--- src/rtl/trap_halt_ctrl.sv ---
`default_nettype none
// ============================================================================
// Module   : trap_halt_ctrl
// Purpose  : Turns the delayed ebreak pulse into freeze -> drain -> sticky halt
//            and captures exit code, trap PC and run counters.
//            Optional no-commit watchdog enabled by macro TRAP_TIMEOUT_EN.
// Revision : 1.0
// ============================================================================
module trap_halt_ctrl #(
  parameter int XLEN           = 64,
  parameter int CNT_W          = 64,
  parameter int DRAIN_CYCLES   = 2,
  parameter int TIMEOUT_CYCLES = 1024
) (
  input  logic             clk,
  input  logic             rst,
  input  logic             i_ebreak,
  input  logic             i_commit_valid,
  input  logic [XLEN-1:0]  i_commit_pc,
  input  logic [XLEN-1:0]  i_a0_data,
  output logic             o_halt_req,
  output logic             o_halt_done,
  output logic             o_good_trap,
  output logic [XLEN-1:0]  o_trap_pc,
  output logic [XLEN-1:0]  o_trap_code,
  output logic [CNT_W-1:0] o_cycle_cnt,
  output logic [CNT_W-1:0] o_instr_cnt,
  output logic             o_timeout_flag
);

  localparam int            DW           = (DRAIN_CYCLES < 1) ? 1 : $clog2(DRAIN_CYCLES + 1);
  localparam logic [DW-1:0] C_DRAIN_LOAD = DW'(DRAIN_CYCLES);

  typedef enum logic [1:0] {
    ST_RUN    = 2'd0,
    ST_DRAIN  = 2'd1,
    ST_HALTED = 2'd2
  } state_t;

  state_t            r_state;
  state_t            w_state_nxt;
  logic [DW-1:0]     r_drain;
  logic [XLEN-1:0]   r_last_pc;
  logic              r_halt_req;
  logic              r_halt_done;
  logic              r_good_trap;
  logic [XLEN-1:0]   r_trap_pc;
  logic [XLEN-1:0]   r_trap_code;
  logic [CNT_W-1:0]  r_cycle_cnt;
  logic [CNT_W-1:0]  r_instr_cnt;
  logic              w_timeout;
  logic              w_capture;
  logic [XLEN-1:0]   w_code_cap;
  logic [XLEN-1:0]   w_pc_cap;

`ifdef TRAP_TIMEOUT_EN
  localparam int IW = (TIMEOUT_CYCLES < 1) ? 1 : $clog2(TIMEOUT_CYCLES + 1);
  localparam logic [IW-1:0] C_TIMEOUT = IW'(TIMEOUT_CYCLES);

  logic [IW-1:0] r_idle;
  logic          r_timeout_flag;

  // A commit in the firing cycle counts as activity; ebreak always has priority.
  assign w_timeout = (r_state == ST_RUN) && !i_ebreak && !i_commit_valid && (r_idle == C_TIMEOUT);

  always_ff @(posedge clk) begin
    if (rst) begin
      r_idle         <= '0;
      r_timeout_flag <= 1'b0;
    end else begin
      if (r_state == ST_RUN) begin
        if (i_commit_valid) begin
          r_idle <= '0;
        end else if (r_idle != C_TIMEOUT) begin
          r_idle <= r_idle + IW'(1);
        end
      end
      if (w_timeout) begin
        r_timeout_flag <= 1'b1;
      end
    end
  end

  assign o_timeout_flag = r_timeout_flag;
`else
  logic w_unused_timeout;

  assign w_unused_timeout = (TIMEOUT_CYCLES > 0);
  assign w_timeout        = 1'b0;
  assign o_timeout_flag   = 1'b0;
`endif

  assign w_capture  = (r_state == ST_RUN) && (i_ebreak || w_timeout);
  assign w_code_cap = w_timeout ? {XLEN{1'b1}} : i_a0_data;
  assign w_pc_cap   = i_commit_valid ? i_commit_pc : r_last_pc;

  // DRAIN occupies exactly DRAIN_CYCLES cycles, so leave when the count hits 1.
  always_comb begin
    w_state_nxt = r_state;
    case (r_state)
      ST_RUN: begin
        if (w_capture) begin
          w_state_nxt = (DRAIN_CYCLES == 0) ? ST_HALTED : ST_DRAIN;
        end
      end
      ST_DRAIN: begin
        if (r_drain <= DW'(1)) begin
          w_state_nxt = ST_HALTED;
        end
      end
      default: w_state_nxt = ST_HALTED;
    endcase
  end

  always_ff @(posedge clk) begin
    if (rst) begin
      r_state     <= ST_RUN;
      r_drain     <= '0;
      r_last_pc   <= '0;
      r_halt_req  <= 1'b0;
      r_halt_done <= 1'b0;
      r_good_trap <= 1'b0;
      r_trap_pc   <= '0;
      r_trap_code <= '0;
      r_cycle_cnt <= '0;
      r_instr_cnt <= '0;
    end else begin
      r_state     <= w_state_nxt;
      r_halt_req  <= (w_state_nxt != ST_RUN);
      r_halt_done <= (w_state_nxt == ST_HALTED);

      if (r_state == ST_RUN) begin
        if (!(&r_cycle_cnt)) begin
          r_cycle_cnt <= r_cycle_cnt + CNT_W'(1);
        end
        if (i_commit_valid) begin
          if (!(&r_instr_cnt)) begin
            r_instr_cnt <= r_instr_cnt + CNT_W'(1);
          end
          r_last_pc <= i_commit_pc;
        end
      end

      if (w_capture) begin
        r_trap_code <= w_code_cap;
        r_trap_pc   <= w_pc_cap;
        r_drain     <= C_DRAIN_LOAD;
      end else if (r_state == ST_DRAIN) begin
        r_drain <= r_drain - DW'(1);
      end

      // With no drain window the code is captured on the same edge as the halt.
      if ((w_state_nxt == ST_HALTED) && (r_state != ST_HALTED)) begin
        r_good_trap <= w_capture ? (w_code_cap == '0) : (r_trap_code == '0);
      end
    end
  end

  assign o_halt_req  = r_halt_req;
  assign o_halt_done = r_halt_done;
  assign o_good_trap = r_good_trap;
  assign o_trap_pc   = r_trap_pc;
  assign o_trap_code = r_trap_code;
  assign o_cycle_cnt = r_cycle_cnt;
  assign o_instr_cnt = r_instr_cnt;

endmodule
`default_nettype wire

--- config.mk ---
export PLATFORM = sky130hd
export DESIGN_NAME = trap_halt_ctrl
export DESIGN_NICKNAME = d
export VERILOG_FILES = /design/src/rtl/trap_halt_ctrl.sv
export SDC_FILE = /design/constraint.sdc
export NUM_CORES = 1
export LEC_CHECK = 0
export ABC_AREA = 1
export CAP_MARGIN = 10
export CELL_PAD_IN_SITES_DETAIL_PLACEMENT = 1
export CELL_PAD_IN_SITES_GLOBAL_PLACEMENT = 1
export CORE_UTILIZATION = 25
export CTS_CLUSTER_DIAMETER = 120
export DETAILED_ROUTE_END_ITERATION = 12
export PLACE_DENSITY = 0.69
export SLEW_MARGIN = 40
export SYNTH_ARGS = -nofsm -noshare
export SYNTH_HDL_FRONTEND = slang
export SYNTH_SLANG_ARGS = --single-unit
--- constraint.sdc ---
create_clock -name clk -period 2.6 [get_ports clk]
set_input_delay 0.52 -clock clk [delete_from_list [all_inputs] [get_ports clk]]
set_output_delay 0.52 -clock clk [all_outputs]
set_load 0.1 [all_outputs]
* Yosys cells after proc, flatten, opt, wreduce, memory -nomap -nowiden *
Index checks and enable logic that the tools add are counted.

word-level totals
  input bits = 132
  register bits = 327
  output and inout port bits = 260

cells by class
  magnitude comparators = 1
  bitwise operators = 2
  add/sub/neg operators = 3
  reductions and logical operators = 12
  muxes and demuxes = 7
  equal/unequal tests = 3

operators with widths
  operator                                                         number
  adder 64 x 1 -> 64 bit (second input constant)                   2
  zero test 64 bit                                                 2
  AND reduction 64 bit                                             2
  2-to-1 mux 64 bit                                                1
  2-to-1 mux 2 bit                                                 4
  one-hot mux 2 bit (2 select lines)                               1
  nonzero test 2 bit                                               2
  AND reduction 3 bit                                              1
  equality test 2 x 1 -> 1 bit (second input constant)             1
  equality test 2 bit (second input constant)                      1
  less-or-equal comparator 2 x 1 -> 1 bit (second input constant)  1
  logical AND 1 bit                                                2
  zero test 2 bit                                                  1
  inequality test 2 bit (second input constant)                    1
  NOT 1 bit                                                        2
  AND reduction 2 bit                                              1
  OR reduction 2 bit                                               1
  subtractor 2 x 1 -> 2 bit (second input constant)                1
  2-to-1 mux 1 bit                                                 1

* Depth between registers and ports, before layout *
  depth in word-level cells = 6
  mapped depth = 14
  depth with buffers taken out = 13

* Worst setup path after synthesis *
OpenSTA, ideal clock, no wires.

  kind = register to register
  start point = register r_instr_cnt[0] (netlist: o_instr_cnt[0])
  end point = register r_instr_cnt[51] (netlist: o_instr_cnt[51])
  library setup time = 0.119 ns
  path slack = 0.061 ns
  cell stages (with the launch flop) = 13
  arrival time = 2.420 ns
  buffers on the path = 2
  path through = dfxtp_1 > ha_1 > inv_1 > nor2_2 > nand2_2 > nor2_2 > nand2_2 > nor2_2 > nor2_2 > buf_6 > buf_2 > a21oi_1 > nor2_1

between the ends
  longest elaborated chain between the ends = 3
  elaborated cells on any way between the ends = 4
  classes of those cells = 1 x add/sub; 1 x bitwise; 2 x reduce/logical

ends and longest elaborated chain
  item                                                            RTL line  text
  from (decl)                                                     50        logic [CNT_W-1:0] r_instr_cnt;
  from (signal assigned)                                          138       r_instr_cnt <= r_instr_cnt + CNT_W'(1);
  branches (longest 3 deep; another with adder 64 x 1 -> 64 bit)  n/a

Several ways; the timed one is not identified.
A chain may end at the register's enable or synchronous reset.

* Worst setup path after layout *
  start point = register r_cycle_cnt[0] (netlist: o_cycle_cnt[0])
  end point = register r_cycle_cnt[34] (netlist: o_cycle_cnt[34])

between the ends
  longest elaborated chain between the ends = 3
  elaborated cells on any way between the ends = 4
  classes of those cells = 1 x add/sub; 1 x bitwise; 2 x reduce/logical

ends and longest elaborated chain
  item                                                            RTL line  text
  from (decl)                                                     49        logic [CNT_W-1:0] r_cycle_cnt;
  from (signal assigned)                                          134       r_cycle_cnt <= r_cycle_cnt + CNT_W'(1);
  branches (longest 3 deep; another with adder 64 x 1 -> 64 bit)  n/a

Several ways; the timed one is not identified.

==> results.json <==
{
  "outcome": "finished clean",
  "pin_count_of_the_biggest_net_entering_global_routing": 129,
  "cts_hold_repair.buffers": 0,
  "worstReg2RegStart": "o_cycle_cnt[0]",
  "clock_tree.buffer_depth": 3,
  "end_kind": "flop",
  "final_nets": 2922,
  "global_route.usage.total": 0.203,
  "die_w_um": 254,
  "finalCriticalPeriod_ns": 2.37,
  "drt-initial-drc-count": 807,
  "cts_setup_buffers": 0,
  "yosys_warnings": 0,
  "synth-edff-count": 0,
  "tightestPinTransition_ns": 0.667,
  "h-tree-depth": 2,
  "power.leakage_nw": 8.91,
  "timing.final.crit_share": 0.912,
  "clock-root-buffer": "sky130_fd_sc_hd__clkbuf_16",
  "cts_resized": 0,
  "hold-path-endpoint": "o_good_trap",
  "r2r_setup_slack_ns": 0.23,
  "clock_latency_ns": 0.58,
  "postLayoutCellArea_mm2": 0.0217,
  "grt-ovfl-total": 0,
  "fin_setup_tns_ns": 0,
  "setup_viol": 0,
  "ioPinCount": 392,
  "yosysMostFrequentCell": "sky130_fd_sc_hd__nand2_1",
  "tritoncts_num_sinks": 327,
  "num_rows": 92,
  "final_layout_size_suffix_gt1_frac": 0.146,
  "critical_path.max_fanout": 5,
  "synth.largest_area_cell": "sky130_fd_sc_hd__dfxtp_1",
  "total_power_w": 0.0146,
  "timing.critical_path.arrival_ns": 2.82,
  "syn-mean-instance-area_um2": 6.62,
  "worst_r2r_endpoint": "o_cycle_cnt[34]",
  "drt-vias-per-instance": 4.72,
  "yosys.area.top_type_share": 0.412,
  "postSynth.topFlopCell": "sky130_fd_sc_hd__dfxtp_1",
  "grt_pass1_vias": 18000,
  "number_of_hold_violations_in_the_final_report": 0,
  "area_growth_syn_to_layout_pct": 36.7,
  "synth.top_cells.by_area": "sky130_fd_sc_hd__dfxtp_1 41%, sky130_fd_sc_hd__nand2_1 12%, sky130_fd_sc_hd__nor2_1 10%, sky130_fd_sc_hd__nand3_1 8.8%, sky130_fd_sc_hd__o21ai_0 6.2%",
  "post_drt_wl_per_cell_um": 18.3,
  "timing.max_cap.violations": 0,
  "core_area_mm2": 0.0629,
  "dpl-instance-area_mm2": 0.0202,
  "die-area_mm2": 0.0645,
  "synth_seq_area_share": 0.412,
  "worst_slew_margin_rel": 0.551,
  "grt_pass1_wl_um": 102000,
  "report.final.slew_viol_count": 0,
  "fmaxAchievable_mhz": 422,
  "synthCells": 2398,
  "detailedRoute.firstPassIterationCount": 5,
  "critical_path_class": "flop to flop",
  "syn-num-nets": 2533,
  "grt_setup_unrepaired": "false",
  "worst_reg2reg_path_depth": 10,
  "min-delay-path-class": "flop to flop",
  "port_buffers": 390,
  "dpl.hpwl_um": 51000,
  "cts.reportedPaths.clkPinSlew_ns": 0.05,
  "synth.ff_latch_count": 327,
  "route.detailed.drc": 0,
  "post_synth_most_frequent_cells": "503 x sky130_fd_sc_hd__nand2_1, 425 x sky130_fd_sc_hd__nor2_1, 327 x sky130_fd_sc_hd__dfxtp_1",
  "postRouteAntennaNets": 0,
  "antenna_found_initial": 6,
  "final_core_utilization": 0.345,
  "peakVddDrop_mv": 0.578,
  "postRouteWirelength_um": 67000,
  "cts-buffers-inserted": 43,
  "post_synth_instance_area_mm2": 0.0159,
  "netlist-cell-type-count": 32,
  "startpoint_class_of_the_critical_path": "flop",
  "floorplan.initialDensity": 0.253,
  "min-delay-start": "o_good_trap",
  "finalClockSkew_ns": 0.0195,
  "gp_routability_congestion": 0.901,
  "tritoncts_clock_tree": "yes",
  "synthArstFlopShare": 0,
  "finalHoldWorstSlack_ns": 0.482,
  "critical_path_required_ns": 3.05,
  "whs_path_depth": 2,
  "die-height_um": 254,
  "vias": 17300,
  "power_density_mw_per_mm2": 673
}
## critical path, stage by stage, from the launching register on
cell                      delay [ns]
sky130_fd_sc_hd__dfxtp_1        0.49
sky130_fd_sc_hd__ha_1           0.26
sky130_fd_sc_hd__inv_1          0.05
sky130_fd_sc_hd__nor2_1         0.11
sky130_fd_sc_hd__nand2_1        0.14
sky130_fd_sc_hd__nor2_1         0.34
sky130_fd_sc_hd__nand4_1        0.32
sky130_fd_sc_hd__nor2_1         0.31
sky130_fd_sc_hd__nand3_1        0.11
sky130_fd_sc_hd__nand2_1        0.09
sky130_fd_sc_hd__nor2_1         0.05
## cell type report
cell class,count,area (um2)
diodes,2,5.00
clock buffers,69,1270
clock inverters,9,139
fillers,7968,41200
inverters,261,987
multi-input cells,1700,7830
flip-flops and latches,327,6550
well taps,846,1060
repair buffers,454,3850
## flip-flops by register name (all words and copies together), names as in the netlist
register,cells
o_cycle_cnt,64
o_good_trap,1
o_halt_done,1
o_halt_req,1
o_instr_cnt,64
o_trap_code,64
o_trap_pc,64
r_drain,2
r_last_pc,64
r_state,2
## per-stage QoR
step / worst slack, ns / std cells
2_1_floorplan: 0.0609 / 2398
4_1_cts: 0.0566 / 3665
3_3_place_gp: 0.223 / 3587
3_5_place_dp: 0.0953 / 3587
5_1_grt: 0.0321 / 3668
6_report: 0.229 / 3668
## placed cells by master (no fill, tap or decap), drive strengths merged, types with 5 or more instances in the layout
cell	n
clkdlybuf4s50	130
inv	261
dfxtp	327
a21oi	127
clkbuf	69
o21ai	196
nor3	22
clkinv	7
nor2	441
nand2	506
buf	324
nand3	279
mux2i	64
nand4	37
and3	5
nand3b	6
## how the worst max path moves through the flow
stage	from	end	slack, ns
3_5_place_dp	o_instr_cnt[1]	o_instr_cnt[34]	0.1
6_report	o_cycle_cnt[0]	o_cycle_cnt[34]	0.23
3_3_place_gp	o_instr_cnt[59]	o_instr_cnt[55]	0.22
5_1_grt	r_state[0]	o_cycle_cnt[51]	0.03
4_1_cts	o_instr_cnt[1]	o_instr_cnt[34]	0.06
2_1_floorplan	o_instr_cnt[0]	o_instr_cnt[51]	0.06
## routing by layer
| layer | GRT usage | routed length (um) | up-vias |
|---|---|---|---|
| li1 | - | - | 8482 |
| met3 | 0.0521 | 4280 | 111 |
| met5 | 0 | 39 | - |
| met2 | 0.353 | 32600 | 404 |
| met1 | 0.241 | 28200 | 8316 |
| met4 | 0.0706 | 1970 | 6 |
## report_power, final
part | total, W | switching [W] | leakage [nW] | internal (W)
sequential | 0.00557 | 0.000210 | 2.67 | 0.00536
combinational | 0.00305 | 0.00229 | 5.55 | 0.000754
clock | 0.00598 | 0.00241 | 0.688 | 0.00356
## logic make-up (layout without fill, tap and decap cells)
| logic type | count (synthesis) | in the layout | share of synthesized area |
|---|---|---|---|
| buffers and inverters | 371 | 793 | 0.0951 |
| muxes | 64 | 64 | 0.0404 |
| and+or+nand+nor | 1306 | 1306 | 0.346 |
| DFF | 327 | 327 | 0.412 |
| xor gates and xnor gates | 2 | 2 | 0.00110 |
| adders and majority gates | 3 | 3 | 0.00237 |
| AOI/OAI and AO/OA | 324 | 324 | 0.102 |
| other | 1 | 3 | 0.000236 |
Power figures use the tool's default switching activity.
